File: src/rtl/writeback_arbiter_if.sv
// Bundle of the writeback producer/consumer signals: ALU and load result
// inputs with their ready handshakes, and the register-file write outputs.
interface writeback_arbiter_if #(
    parameter int XLEN  = 32,
    parameter int NREGS = 32
);
    localparam int RW = $clog2(NREGS);

    // Valid/ready: a result transfers on any rising edge where valid and ready
    // are both high. Ready never depends on valid in the same cycle.
    logic             alu_valid;
    logic [RW-1:0]    alu_rd;
    logic [XLEN-1:0]  alu_data;
    logic             alu_ready;

    logic             ld_valid;
    logic [RW-1:0]    ld_rd;
    logic [XLEN-1:0]  ld_data;
    logic             ld_ready;

    logic [NREGS-1:0] wr_en;
    logic [XLEN-1:0]  wr_data;
    logic [7:0]       wb_error;

    modport master (
        output alu_valid, alu_rd, alu_data,
        input  alu_ready,
        output ld_valid, ld_rd, ld_data,
        input  ld_ready,
        input  wr_en, wr_data, wb_error
    );

    modport slave (
        input  alu_valid, alu_rd, alu_data,
        output alu_ready,
        input  ld_valid, ld_rd, ld_data,
        output ld_ready,
        output wr_en, wr_data, wb_error
    );
endinterface

File: src/rtl/writeback_arbiter.sv
// Merges ALU and buffered load results into one registered register write per
// cycle, with an age counter so a waiting load cannot be starved by the ALU.
module writeback_arbiter #(
    parameter int XLEN          = 32,
    parameter int NREGS         = 32,
    parameter int LD_FIFO_DEPTH = 4,
    parameter int AGE_LIMIT     = 8
) (
    input  logic                clk,
    input  logic                rst_n,
    writeback_arbiter_if.slave  bus
);
    localparam int RW = $clog2(NREGS);
    localparam int PW = $clog2(LD_FIFO_DEPTH);
    localparam int CW = PW + 1;
    localparam int AW = $clog2(AGE_LIMIT + 1);
    localparam logic [CW-1:0]    FULL_CNT = CW'(LD_FIFO_DEPTH);
    localparam logic [AW-1:0]    AGE_MAX  = AW'(AGE_LIMIT);
    localparam logic [NREGS-1:0] ONE_HOT0 = NREGS'(1);

    logic [RW-1:0]   r_fifo_rd   [LD_FIFO_DEPTH];
    logic [XLEN-1:0] r_fifo_data [LD_FIFO_DEPTH];
    logic [PW-1:0]   r_wr_ptr;
    logic [PW-1:0]   r_rd_ptr;
    logic [CW-1:0]   r_count;
    logic [AW-1:0]   r_age;

    logic [NREGS-1:0] r_wr_en;
    logic [XLEN-1:0]  r_wr_data;
    logic [3:0]       r_err;

    logic            w_empty;
    logic            w_full;
    logic            w_fifo_wins;
    logic            w_push;
    logic            w_pop;
    logic            w_sel_valid;
    logic [RW-1:0]   w_sel_rd;
    logic [XLEN-1:0] w_sel_data;
    logic [RW-1:0]   w_head_rd;
    logic [XLEN-1:0] w_head_data;
    logic            w_collision;

    assign w_empty     = (r_count == '0);
    assign w_full      = (r_count == FULL_CNT);
    assign w_head_rd   = r_fifo_rd[r_rd_ptr];
    assign w_head_data = r_fifo_data[r_rd_ptr];

    // Forced FIFO win depends on registered state only, so alu_ready is stable
    // for the whole cycle regardless of what the ALU presents.
    assign w_fifo_wins = !w_empty && (w_full || (r_age >= AGE_MAX));

    assign bus.alu_ready = !w_fifo_wins;
    assign bus.ld_ready  = !w_full;

    // A full FIFO refuses the push even if it also pops this cycle.
    assign w_push = bus.ld_valid && !w_full;

    always_comb begin
        w_pop       = 1'b0;
        w_sel_valid = 1'b0;
        w_sel_rd    = '0;
        w_sel_data  = '0;
        if (w_fifo_wins) begin
            w_pop       = 1'b1;
            w_sel_valid = 1'b1;
            w_sel_rd    = w_head_rd;
            w_sel_data  = w_head_data;
        end else if (bus.alu_valid) begin
            w_sel_valid = 1'b1;
            w_sel_rd    = bus.alu_rd;
            w_sel_data  = bus.alu_data;
        end else if (!w_empty) begin
            w_pop       = 1'b1;
            w_sel_valid = 1'b1;
            w_sel_rd    = w_head_rd;
            w_sel_data  = w_head_data;
        end
    end

    assign w_collision = bus.alu_valid && !w_empty &&
                         (bus.alu_rd == w_head_rd) && (bus.alu_rd != '0);

    // Entry storage carries no reset: occupancy is tracked by count alone.
    always_ff @(posedge clk) begin
        if (w_push) begin
            r_fifo_rd[r_wr_ptr]   <= bus.ld_rd;
            r_fifo_data[r_wr_ptr] <= bus.ld_data;
        end
    end

    always_ff @(posedge clk or negedge rst_n) begin
        if (!rst_n) begin
            r_wr_ptr <= '0;
            r_rd_ptr <= '0;
            r_count  <= '0;
        end else begin
            if (w_push) begin
                r_wr_ptr <= r_wr_ptr + 1'b1;
            end
            if (w_pop) begin
                r_rd_ptr <= r_rd_ptr + 1'b1;
            end
            case ({w_push, w_pop})
                2'b10:   r_count <= r_count + 1'b1;
                2'b01:   r_count <= r_count - 1'b1;
                default: r_count <= r_count;
            endcase
        end
    end

    always_ff @(posedge clk or negedge rst_n) begin
        if (!rst_n) begin
            r_age <= '0;
        end else if (w_pop || w_empty) begin
            r_age <= '0;
        end else if (r_age != AGE_MAX) begin
            r_age <= r_age + 1'b1;
        end
    end

    // Writes to register 0 are consumed silently and leave wr_data untouched.
    always_ff @(posedge clk or negedge rst_n) begin
        if (!rst_n) begin
            r_wr_en   <= '0;
            r_wr_data <= '0;
        end else if (w_sel_valid && (w_sel_rd != '0)) begin
            r_wr_en   <= ONE_HOT0 << w_sel_rd;
            r_wr_data <= w_sel_data;
        end else begin
            r_wr_en   <= '0;
        end
    end

    always_ff @(posedge clk or negedge rst_n) begin
        if (!rst_n) begin
            r_err <= '0;
        end else begin
            if (w_sel_valid && (w_sel_rd == '0)) begin
                r_err[0] <= 1'b1;
            end
            if (w_fifo_wins && !w_full) begin
                r_err[1] <= 1'b1;
            end
            if (w_collision) begin
                r_err[2] <= 1'b1;
            end
            if (bus.ld_valid && w_full) begin
                r_err[3] <= 1'b1;
            end
        end
    end

    assign bus.wr_en    = r_wr_en;
    assign bus.wr_data  = r_wr_data;
    assign bus.wb_error = {4'b0000, r_err};
endmodule

File: src/flat_wrapper.sv
// flat-port wrapper written by rule: the top's interface ports become plain ports
module writeback_arbiter_flat 
#(
    parameter int XLEN          = 32,
    parameter int NREGS         = 32,
    parameter int LD_FIFO_DEPTH = 4,
    parameter int AGE_LIMIT     = 8
)
  (clk, rst_n, bus_alu_valid, bus_alu_rd, bus_alu_data, bus_alu_ready, bus_ld_valid, bus_ld_rd, bus_ld_data, bus_ld_ready, bus_wr_en, bus_wr_data, bus_wb_error);
  writeback_arbiter_if #(.XLEN(XLEN), .NREGS(NREGS)) bus_i ();
  input  logic clk;
  input  logic rst_n;
  input wire logic [$bits(bus_i.alu_valid)-1:0] bus_alu_valid;
  input wire logic [$bits(bus_i.alu_rd)-1:0] bus_alu_rd;
  input wire logic [$bits(bus_i.alu_data)-1:0] bus_alu_data;
  output wire logic [$bits(bus_i.alu_ready)-1:0] bus_alu_ready;
  input wire logic [$bits(bus_i.ld_valid)-1:0] bus_ld_valid;
  input wire logic [$bits(bus_i.ld_rd)-1:0] bus_ld_rd;
  input wire logic [$bits(bus_i.ld_data)-1:0] bus_ld_data;
  output wire logic [$bits(bus_i.ld_ready)-1:0] bus_ld_ready;
  output wire logic [$bits(bus_i.wr_en)-1:0] bus_wr_en;
  output wire logic [$bits(bus_i.wr_data)-1:0] bus_wr_data;
  output wire logic [$bits(bus_i.wb_error)-1:0] bus_wb_error;
  assign bus_i.alu_valid = bus_alu_valid;
  assign bus_i.alu_rd = bus_alu_rd;
  assign bus_i.alu_data = bus_alu_data;
  assign bus_alu_ready = bus_i.alu_ready;
  assign bus_i.ld_valid = bus_ld_valid;
  assign bus_i.ld_rd = bus_ld_rd;
  assign bus_i.ld_data = bus_ld_data;
  assign bus_ld_ready = bus_i.ld_ready;
  assign bus_wr_en = bus_i.wr_en;
  assign bus_wr_data = bus_i.wr_data;
  assign bus_wb_error = bus_i.wb_error;
  writeback_arbiter #(.XLEN(XLEN), .NREGS(NREGS), .LD_FIFO_DEPTH(LD_FIFO_DEPTH), .AGE_LIMIT(AGE_LIMIT)) u_core (.clk(clk), .rst_n(rst_n), .bus(bus_i));
endmodule
File: config.mk
export PLATFORM = sky130hd
export DESIGN_NAME = writeback_arbiter_flat
export DESIGN_NICKNAME = d
export VERILOG_FILES = /design/src/rtl/writeback_arbiter_if.sv /design/src/rtl/writeback_arbiter.sv /design/src/flat_wrapper.sv
export SDC_FILE = /design/constraint.sdc
export NUM_CORES = 1
export LEC_CHECK = 0
export BUFFER_PORTS_ARGS = -buffer_cell sky130_fd_sc_hd__buf_4
export CAP_MARGIN = 40
export CORE_MARGIN = 8
export CORE_UTILIZATION = 40
export CTS_CLUSTER_DIAMETER = 120
export CTS_CLUSTER_SIZE = 10
export DETAILED_ROUTE_END_ITERATION = 16
export PLACE_DENSITY = 0.61
export SLEW_MARGIN = 40
export SYNTH_ARGS = -nofsm -noshare
export SYNTH_HDL_FRONTEND = slang
export SYNTH_SLANG_ARGS = --single-unit
File: constraint.sdc
create_clock -name clk -period 2.8 [get_ports clk]
set_input_delay 0.7 -clock clk [delete_from_list [all_inputs] [get_ports clk]]
set_output_delay 0.7 -clock clk [all_outputs]
set_load 0.005 [all_outputs]
### After elaboration in Yosys (flattened, before gate mapping)

Memories as Yosys holds them, arrays and structs flattened.
Index checks and enable logic that the tools add are counted.

* equality and inequality tests: 5
* order comparisons: 1
* reduce and logical (&&, ||, !) cells: 20
* shifts and indexed selects: 1
* multiplexer cells: 17
* add/subtract/negate cells: 5

Operators by type and width (number)
* $mux 32: 4
* $shl 1x5->32 const A: 1
* $mux 5: 3
* $reduce_bool 5->1: 2
* $logic_and 1x1->1: 9
* $mux 4: 2
* $mux 1: 7
* $pmux 3 s2: 1
* $eq 5x5->1: 1
* $logic_not 5->1: 1
* $add 2x1->2 const B: 2
* $add 4x1->4 const B: 1
* $ge 4x4->1 const B: 1
* $ne 4x4->1 const B: 1
* $reduce_bool 2->1: 2
* $add 3x1->3 const B: 1
* $eq 3x3->1 const B: 1
* $logic_not 1->1: 3
* $logic_not 3->1: 1
* $sub 3x1->3 const B: 1
* $eq 2x1->1 const B: 1
* $eq 2x2->1 const B: 1
* $logic_or 1x1->1: 2

* word-level logic and storage cells: 61
* bits in registers: 79
* memories kept: 2
* bits in writable memories: 148
* output and inout port bits: 74
* input port bits: 78

Memory list
* u_core.r_fifo_data: depth 4, width 32, rd ports 1, clocked after memory_dff 0, write ports 1, line writeback_arbiter.sv:22 `logic [XLEN-1:0] r_fifo_data [LD_FIFO_DEPTH];`
* u_core.r_fifo_rd: depth 4, width 5, rd ports 1, clocked after memory_dff 0, write ports 1, line writeback_arbiter.sv:21 `logic [RW-1:0] r_fifo_rd [LD_FIFO_DEPTH];`

### Longest topological paths before layout

Gate-level depths: netlist of run 1.

* depth after elaboration: 7
* gate-level depth with buffers: 10

### Worst setup path before layout of run 1

OpenSTA, ideal clock, no wires.

* kind: reg2reg
* start: reg u_core.r_rd_ptr[0]
* end: reg u_core.r_wr_data[10], in the netlist u_core.bus.wr_data[10]
* data required time: 2679 ps
* path buffers: 2
* arrival: 2406 ps
* setup slack: 273 ps
* cell stages (with the launch flop): 8
* period minus slack after synthesis: 2527 ps
* cells stage by stage: dfrtp_1 -> buf_6 -> mux4_2 -> or3_1 -> a2111oi_4 -> nor2_2 -> buf_2 -> o22a_1

* longest elaborated chain between the ends: 6

RTL lines
* start: declaration: line writeback_arbiter.sv:24 `logic [PW-1:0] r_rd_ptr;`
* start signal: assignment: line writeback_arbiter.sv:102 `r_rd_ptr <= r_rd_ptr + 1'b1;`
* $mem_v2 4x5
* $mux 5: line writeback_arbiter.sv:73 `end else if (!w_empty) begin`
* $mux 5: line writeback_arbiter.sv:69 `end else if (bus.alu_valid) begin`
* $mux 5: line writeback_arbiter.sv:64 `if (w_fifo_wins) begin`
* $reduce_bool 5->1: line writeback_arbiter.sv:127 `end else if (w_sel_valid && (w_sel_rd != '0)) begin`
* $logic_and 1x1->1: line writeback_arbiter.sv:127
* end signal: assignment: line writeback_arbiter.sv:129 `r_wr_data <= w_sel_data;`
* end: declaration: line writeback_arbiter.sv:29 `logic [XLEN-1:0] r_wr_data;`

Parallel ways exist; a longest one is shown, timed or not.
A chain may end at the register's enable or synchronous reset.

### Final worst setup path of run 1

* start: reg u_core.r_count[0]
* end: reg u_core.r_wr_data[1], in the netlist u_core.bus.wr_data[1]

* longest elaborated chain between the ends: 6

RTL lines
* start: declaration: line writeback_arbiter.sv:25 `logic [CW-1:0] r_count;`
* start signal: assignment: line writeback_arbiter.sv:105 `2'b10: r_count <= r_count + 1'b1;`
* start signal: assignment: line writeback_arbiter.sv:106 `2'b01: r_count <= r_count - 1'b1;`
* start signal: assignment: line writeback_arbiter.sv:107 `default: r_count <= r_count;`
* $logic_not 3->1 / $eq 3x3->1 (equally long branches): line writeback_arbiter.sv:44, writeback_arbiter.sv:45
* $mux 5 (tied with other cells): line writeback_arbiter.sv:73
* $mux 5 / $logic_and 1x1->1 (equally long branches): line writeback_arbiter.sv:69, writeback_arbiter.sv:51
* $mux 5: line writeback_arbiter.sv:64
* $reduce_bool 5->1: line writeback_arbiter.sv:127
* $logic_and 1x1->1: line writeback_arbiter.sv:127

Parallel ways exist; a longest one is shown, timed or not.

==> results_dict.tcl, run 1 <==
set metrics [dict create \
    grt_overflow_total 0 \
    layout_commonest_cell "buf_4" \
    slowest_stage "or3b_2" \
    worstSetupStartpointType "register" \
    max-clock-path-buffers 3 \
    clock.fmax_ghz 0.3746 \
    finalClockSkew_ns 0.01355 \
    wl_per_cell_um 21.51 \
    p_per_area_nw_per_um2 1062 \
    dr.pass1.iters 4 \
    pin_count 152 \
    arrival_ns 3.07 \
    p_sw_frac 0.3035 \
    cpPeakStageDelay_ns 0.58 \
    start_util 0.4052 \
    r2r_end "u_core.bus.wr_data[1]" \
    yosys.area.top_type "edfxtp_1" \
    slew_viol_final 0 \
    tritoncts "done" \
    antenna_left 0 \
    num_vias 5082 \
    min_period_ns 2.670 \
    diodes 0 \
    regArea_um2 6424 \
    ys_seq_area_frac 0.7285 \
    crit_family "simple AND/OR/NAND/NOR gates" \
    hp-class "in2async" \
    r2r_slack_ns 0.13 \
    routed_wirelength_mm 20.61 \
    antenna_found_initial 0 \
    grt_pass1_wl_mm 31.22 \
    dieArea_um2 27040 \
    crit_chain "or3b_2, and3_2, a2111oi_4, nor2_4, buf_16, o22a_1" \
    final_cell_mix "buf_4 (160), edfxtp_1 (148), dfrtp_1 (77)" \
    rsz0062_at_grt "no" \
    ys.warnings.count 0 \
    drive_gt1_frac 0.3628 \
    critical_path_class "reg2reg" \
    post_cts_buffers 0 \
    die_x_um 164.4 \
    grt_util_all_layers 0.1497 \
    worstMarginPinSlew_ns 0.6482 \
    htreeDepth 1 \
    async_flop_share 0.3480 \
    ff2ff_path_depth 6 \
    netSwitchingPower_uw 3585 \
    globalplace.congestion 0.7297 \
    timing_hold_violations_final 0 \
    cap_violations 0 \
    fillers 1817 \
    cts_sinks 227 \
    drtIter0Drc 269 \
    regToRegStartpoint "u_core.r_count[0]" \
    endpoint_kind "register" \
    finalCritPeriodShare 0.9535 \
    cts-buffers-inserted 26 \
    syn_inst 493 \
    placementRows 54 \
    die_y_um 164.4 \
    cts_resized 0 \
    status "finished clean" \
    max-slew-margin-rel 0.5679 \
    path_max_fanout 22 \
    syn_area_um2 8815 \
    dp_hpwl_mm 13.19 \
    multi_input_area_um2 2251 \
    synth_seq_cells 227 \
    max-vdd-ir-drop_mv 0.6403 \
    synth_edf_count 148 \
    power.total_uw 11810 \
    crit_buf_inv 1 \
    synth_area_leaders "edfxtp_1 (50%), dfrtp_1 (22%), mux4_2 (9.5%)" \
    report.final.setup_viol 0 \
    io_buffers 147 \
    drc 0 \
    grt_pass1_vias 5523 \
    seqPwrFrac 0.412 \
    hold_buffers 0 \
    clockRootBuffer "clkbuf_16" \
    cp.required_ns 3.20 \
    avgSynthCellArea_um2 17.88 \
    internal_power_uw 8228 \
    core_area_um2 21760 \
    clkTransAtPathRegs_ns 0.05 \
    tns_ns 0 \
    grt_start_max_net_pins 47 \
    yosys.cell_types.count 45 \
    area_growth_pct 26.23 \
    leakage_uw 0.004303 \
    clkPwrFrac 0.249 \
    post-synth-top-area-fraction 0.5042 \
    nets 746 \
    viasPerCell 5.305 \
    synth_flop_cell "edfxtp_1" \
    worstSkewPairLatency_ns 0.52 \
    combPwrFrac 0.339 \
]
-- metrics by stage --
| stage | setup slack (ns) | instance area (um^2) | hold WS, ns | cells | util |
|---|---|---|---|---|---|
| 5_1_grt | 0.007283 | 11130 | 0.2486 | 958 | 0.5114 |
| 3_3_place_gp | 0.2564 | 10360 | 0.4548 | 911 | 0.4762 |
| 3_5_place_dp | 0.1960 | 10360 | 0.4677 | 911 | 0.4762 |
| 4_1_cts | 0.1878 | 11100 | 0.2147 | 957 | 0.5102 |
| 2_1_floorplan | 0.2732 | 8830 | 0.4044 | 497 | - |
| 6_report | 0.1303 | 11130 | 0.2135 | 958 | 0.5114 |
-- sequential cells by signal, summed over array words and instances (netlist names) --
name	count
u_core.r_age	4
u_core.r_count	3
u_core.bus.wr_en	32
u_core.bus.wr_data	32
u_core.r_wr_ptr	2
u_core.r_fifo_rd	20
u_core.r_fifo_data	128
u_core.r_rd_ptr	2
u_core.r_err	4
-- power groups by stage --
| stage | combinational [uW] | sequential [uW] | clock (uW) |
|---|---|---|---|
| 2_1_floorplan | 2490 | 4840 | 0 |
| 3_3_place_gp | 3960 | 4900 | 0 |
| 3_5_place_dp | 4040 | 4940 | 0 |
| 4_1_cts | 4050 | 4880 | 3020 |
| 5_1_grt | 4390 | 4950 | 3160 |
| 6_report | 4000 | 4870 | 2940 |
-- cells in the mapped netlist (4+ instances only) --
cell and n:
a221o_1 32, mux4_2 37, edfxtp_1 148, nor2_1 42, inv_1 8, xnor2_1 10, nand3_1 4, nand2_1 13
buf_2 6, clkbuf_1 18, o22a_1 34, dfrtp_1 79, ha_1 7, buf_4 4, and3_1 6, nand2b_1 5
-- cell type report --
type	instances	area share
Clock buffer	44	0.06455
Clock inverter	2	0.001912
Inverter	9	0.003036
Multi-Input combinational cell	230	0.2023
Sequential cell	227	0.5773
Tap cell	280	0.03149
Timing Repair Buffer	166	0.1194
-- worst register-to-register path, cell delays in order, from the launching register on --
cell       delay [ns]
dfrtp_1          0.43
or3b_2           0.58
and3_2           0.45
a2111oi_4        0.50
nor2_4           0.18
buf_16           0.20
o22a_1           0.22
-- layer usage --
layer | share of wire | vias up | GRT usage
met1 | 0.43 | 2593 | 0.1935
met5 | 0 | - | 0
met2 | 0.47 | 178 | 0.2467
met4 | 0.019 | 0 | 0.03522
li1 | - | 2279 | -
met3 | 0.085 | 32 | 0.04287
-- logic make-up after synthesis --
kind of cell               synth area share
and+or+nand+nor                     0.04216
xor gates and xnor gates            0.01192
muxes                               0.09808
AOI/OAI and AO/OA                   0.08630
other                             0.0004254
buffers and inverters               0.02044
adders and majority gates           0.01221
DFF                                  0.7285
-- worst max-delay path by stage --
| stage | cells past startpoint | slack (ns) | startpoint | end |
|---|---|---|---|---|
| after floorplan | 7 | 0.27 | u_core.r_rd_ptr[0] | u_core.bus.wr_data[10] |
| after global placement | 5 | 0.26 | bus_alu_valid | u_core.bus.wr_data[27] |
| after detailed placement | 5 | 0.20 | u_core.r_count[0] | u_core.bus.wr_data[12] |
| after CTS | 5 | 0.19 | u_core.r_count[0] | u_core.bus.wr_data[12] |
| after global routing | 6 | 0.007 | u_core.r_count[0] | u_core.bus.wr_data[2] |
| final | 6 | 0.13 | u_core.r_count[0] | u_core.bus.wr_data[1] |
Power figures use the tool's default switching activity.
==> inputs of run 2 (changes only) <==
- CORE_UTILIZATION: 40 -> 56
- PLACE_DENSITY: 0.61 -> 0.81
==> run 2 against run 1 <==
Effect of this change:
- register-to-register slack improved by 0.06 ns
- non-clock buffer count decreased by 8
- sequential share of layout area increased by 1.1 points
- critical endpoint is now u_core.bus.wr_data[17]
- combinational power decreased by 4%
- worst hold slack improved by 0.023 ns
- final cell count decreased by 7.4%
- highest routed layer unchanged
- power decreased by 0.90%
- die area decreased by 26%
- fmax increased by 2.3%
- cell area decreased by 1.8%
- clock power about the same
- first-iteration DRC count increased by 30%
- largest power group unchanged
==> results_dict.tcl, run 2 (synthesis results as in run 1) <==
set metrics [dict create \
    status "finished clean" \
    finalCritPeriodShare 0.9321 \
    start_util 0.5631 \
    grt_overflow_total 0 \
    timing_hold_violations_final 0 \
    nets 738 \
    p_per_area_nw_per_um2 1071 \
    globalplace.congestion 0.8313 \
    antenna_found_initial 0 \
    grt_start_max_net_pins 80 \
    final_cell_mix "buf_4 (157), edfxtp_1 (148), dfrtp_1 (77)" \
    io_buffers 147 \
    largest_reg_flops 128 \
    r2r_slack_ns 0.19 \
    routed_wirelength_mm 19.23 \
    drc 0 \
    finalClockSkew_ns 0.01420 \
    viasPerCell 5.813 \
    num_vias 5156 \
    htreeDepth 1 \
    core_area_um2 15660 \
    cts_sinks 227 \
    tns_ns 0 \
    cap_violations 0 \
    layout_commonest_cell "buf_4" \
    dieArea_um2 20010 \
    slew_viol_final 0 \
    worstSkewPairLatency_ns 0.52 \
    max-clock-path-buffers 3 \
    leakage_uw 0.004235 \
    max-vdd-ir-drop_mv 0.6702 \
    max-slew-margin-rel 0.4339 \
    post-place-ws_ns 0.2189 \
    worstSetupStartpointType "register" \
    drive_gt1_frac 0.3547 \
    report.final.setup_viol 0 \
    critical_path_class "reg2reg" \
    grt_util_all_layers 0.1969 \
    endpoint_kind "register" \
    dp_hpwl_mm 12.49 \
    placementRows 46 \
    drtIter0Drc 350 \
    rsz0062_at_grt "no" \
    finalWorstSetupSlack_ns 0.1902 \
    regMostFlops "u_core.r_fifo_data" \
    clkTransAtPathRegs_ns 0.06 \
    worstMarginPinSlew_ns 0.8472 \
    dr.pass1.iters 5 \
    arrival_ns 3.00 \
    diodes 0 \
    tritoncts "done" \
    area_growth_pct 23.96 \
    clock.fmax_ghz 0.3832 \
    die_y_um 141.5 \
    grt_pass1_wl_mm 30.70 \
    clockRootBuffer "clkbuf_16" \
    wl_per_cell_um 21.68 \
    antenna_left 0 \
    die_x_um 141.5 \
    min_period_ns 2.610 \
    grt_pass1_vias 5582 \
    hp-class "in2async" \
    cts-buffers-inserted 26 \
    path_max_fanout 32 \
    post_cts_buffers 0 \
    hold_buffers 0 \
    pin_count 152 \
    cts_resized 0 \
    cp.required_ns 3.19 \
]
-- run 2: changes by cell type in the layout (fill, tap and decap cells not counted) --
cell      previous run  this run
buf_12               5         0
clkbuf_1            18        19
buf_4              160       157
buf_16               1         0
and3_4               0         4
and3_2               5         1
buf_6                0         1
-- run 2: power breakdown --
part / switching (uW) / internal (uW)
clock network: 1230 / 1740
logic: 1920 / 1920
registers: 403 / 4490
total: 3560 / 8150
-- run 2: area by class of cell --
class / instances / area (um^2)
sequential: 227 / 6424
fill: 991 / 4728
multi-input combinational: 230 / 2266
timing repair buffer: 158 / 1190
clock buffer: 45 / 721.9
tap: 216 / 270.3
inverter: 9 / 33.78
clock inverter: 2 / 21.27
-- run 2: final timing paths --
| kind | startpoint | end | cells after the start |
|---|---|---|---|
| max in group asynchronous | rst_n | u_core.r_rd_ptr[1] | 1 |
| worst max register to register | u_core.r_rd_ptr[0] | u_core.bus.wr_data[17] | 5 |
| worst min-delay path | rst_n | u_core.bus.wr_en[24] | 1 |
| min in group clk | bus_ld_data[17] | u_core.r_fifo_data[2][17] | 1 |
| worst min register to register | u_core.r_err[1] | u_core.r_err[1] | 1 |
| worst max-delay path | u_core.r_rd_ptr[0] | u_core.bus.wr_data[17] | 5 |
-- run 2: worst max-delay path, stage by stage (launching register included) --
cell       delay, ns
dfrtp_2         0.45
mux4_2          0.60
or3_1           0.43
a2111oi_4       0.44
nor2_4          0.24
o22a_1          0.29
-- run 2: per-stage QoR --
step	utilization	instances	power, uW	hold WS (ns)	instance area (um^2)
2_1_floorplan	-	497	7325	0.4044	8830
3_3_place_gp	0.6493	840	8634	0.4558	10160
3_5_place_dp	0.6505	840	8839	0.4604	10180
4_1_cts	0.6980	887	11830	0.2435	10930
5_1_grt	0.6980	887	12320	0.2887	10930
6_report	0.6980	887	11710	0.2369	10930
-- run 2: layer usage --
layer	wire, um	vias to the layer above	part of all wire	global-route usage
li1	-	2264	-	-
met1	7789	2615	0.40	0.2558
met2	9376	244	0.49	0.3197
met3	1641	33	0.085	0.05141
met4	425	0	0.022	0.06444
met5	0	-	0	0
==> inputs of run 3 (changes only) <==
- CORE_UTILIZATION: 56 -> 40
- PLACE_DENSITY: 0.81 -> 0.61
- clock period: 2.8 -> 2.5 ns (I/O delays scaled with it)
==> run 3 against run 2 <==
Effect of this change:
- sequential share of layout area fell by 1.9 points
- clock power rose by 12%
- die area rose by 35%
- critical path type is now reg2out
- critical endpoint is now bus_alu_ready
- highest routed layer unchanged
==> results_dict.tcl, run 3 (synthesis results as in run 1) <==
set metrics [dict create \
    cap_violations 0 \
    dr.pass1.iters 4 \
    layout_commonest_cell "buf_4" \
    clockRootBuffer "clkbuf_16" \
    drtIter0Drc 241 \
    tritoncts "done" \
    endpoint_kind "output pin" \
    max-vdd-ir-drop_mv 0.7959 \
    final_cell_mix "buf_4 (171), edfxtp_1 (148), dfrtp_1 (77)" \
    grt_overflow_total 0 \
    rsz0062_at_grt "no" \
    report.final.setup_viol 0 \
    num_vias 5197 \
    path_max_fanout 10 \
    combPwrFrac 0.355 \
    die_y_um 164.4 \
    io_buffers 147 \
    finalWorstSetupSlack_ns 0.1484 \
    max-slew-margin-rel 0.5289 \
    internal_power_uw 9433 \
    clkTransAtPathRegs_ns 0.06 \
    grt_start_max_net_pins 57 \
    start_util 0.4052 \
    dieArea_um2 27040 \
    finalClockSkew_ns 0.01485 \
    r2r_slack_ns 0.20 \
    grt_pass1_wl_mm 32.51 \
    cts-buffers-inserted 26 \
    htreeDepth 1 \
    core_area_um2 21760 \
    die_x_um 164.4 \
    design_area_um2 11300 \
    p_per_area_nw_per_um2 1202 \
    nets 761 \
    critical_path_class "reg2out" \
    antenna_found_initial 0 \
    wl_per_cell_um 21.71 \
    post-place-ws_ns -0.01142 \
    routed_wirelength_mm 21.14 \
    hp-class "in2async" \
    globalplace.congestion 0.7506 \
    leakage_uw 0.004397 \
    pin_count 152 \
    worstSetupStartpointType "register" \
    dp_hpwl_mm 13.39 \
    multi_input_area_um2 2270 \
    largest_reg_flops 128 \
    max-clock-path-buffers 3 \
    regArea_um2 6424 \
    placementRows 54 \
    cts_sinks 227 \
    drc 0 \
    cp.required_ns 1.88 \
    regMostFlops "u_core.r_fifo_data" \
    status "finished clean" \
    drive_gt1_frac 0.3795 \
    antenna_left 0 \
    grt_pass1_vias 5640 \
    viasPerCell 5.336 \
    placed_area_um2 10400 \
    worstSkewPairLatency_ns 0.53 \
    clkPwrFrac 0.245 \
    seqPwrFrac 0.400 \
    area_growth_pct 28.20 \
    fillers 1802 \
    finalCritPeriodShare 0.9407 \
    timing_hold_violations_final 0 \
    worstMarginPinSlew_ns 0.7067 \
    netSwitchingPower_uw 4152 \
    grt_util_all_layers 0.1565 \
    slew_viol_final 0 \
    p_sw_frac 0.3057 \
    arrival_ns 1.73 \
    min_period_ns 2.352 \
    clock.fmax_ghz 0.4252 \
]
[run 3: timing repair]
| action | in CTS | in global routing |
|---|---|---|
| resized for setup | 3 | 3 |
| hold buffers | 0 | 0 |
| gates cloned | 2 | 0 |
| pin swaps | 2 | 1 |
| buffers inserted | 3 | 7 |
| endpoints found under the setup margin | 33 | 33 |
[run 3: layer usage]
layer	wire length (um)	GRT usage	vias to the layer above
met1	8684	0.2037	2643
met3	1947	0.04387	27
met5	0	0	-
met4	336	0.03317	0
li1	-	-	2309
met2	10180	0.2585	218
[run 3: worst paths after layout]
kind	start	to	cells after the start
worst max-delay path	u_core.r_count[0]	bus_alu_ready	3
worst max register to register	u_core.r_rd_ptr[0]	u_core.bus.wr_data[22]	7
min in group clk	bus_ld_data[10]	u_core.r_fifo_data[2][10]	1
worst min register to register	u_core.r_err[1]	u_core.r_err[1]	1
worst min-delay path	rst_n	u_core.r_wr_ptr[1]	1
max in group asynchronous	rst_n	u_core.bus.wr_data[6]	2
[run 3: worst max-delay path: stages (launching register included)]
cell and delay (ns):
dfrtp_1 0.44, or3b_4 0.46, and2_1 0.17, buf_4 0.13
[run 3: power groups by stage]
stage	Sequential (uW)	Combinational [uW]	Clock [uW]
after detailed placement	5500	4630	0
after floorplan	5420	2790	0
after global placement	5460	4500	0
after CTS	5440	4790	3440
after global routing	5530	5230	3580
final	5430	4820	3330
[run 3: per-stage QoR]
step                hold slack (ns)  utilization  total power, uW  cells  TNS (ns)
finish                       0.1537       0.5194            13590    974         0
detailed placement           0.4698       0.4781            10130    915  -0.02357
global route                 0.2028       0.5193            14330    973         0
floorplan                    0.3294            -             8204    497         0
global placement             0.4596       0.4781             9967    915         0
CTS                          0.1605       0.5160            13670    966         0
[run 3: layout make-up]
class	instances	area share
clock buffers	44	0.06355
diodes	1	0.0002214
flip-flops and latches	227	0.5684
clock inverters	2	0.003100
multi-input cells	231	0.2008
inverters	9	0.002989
well taps	280	0.03100
repair buffers	180	0.1299
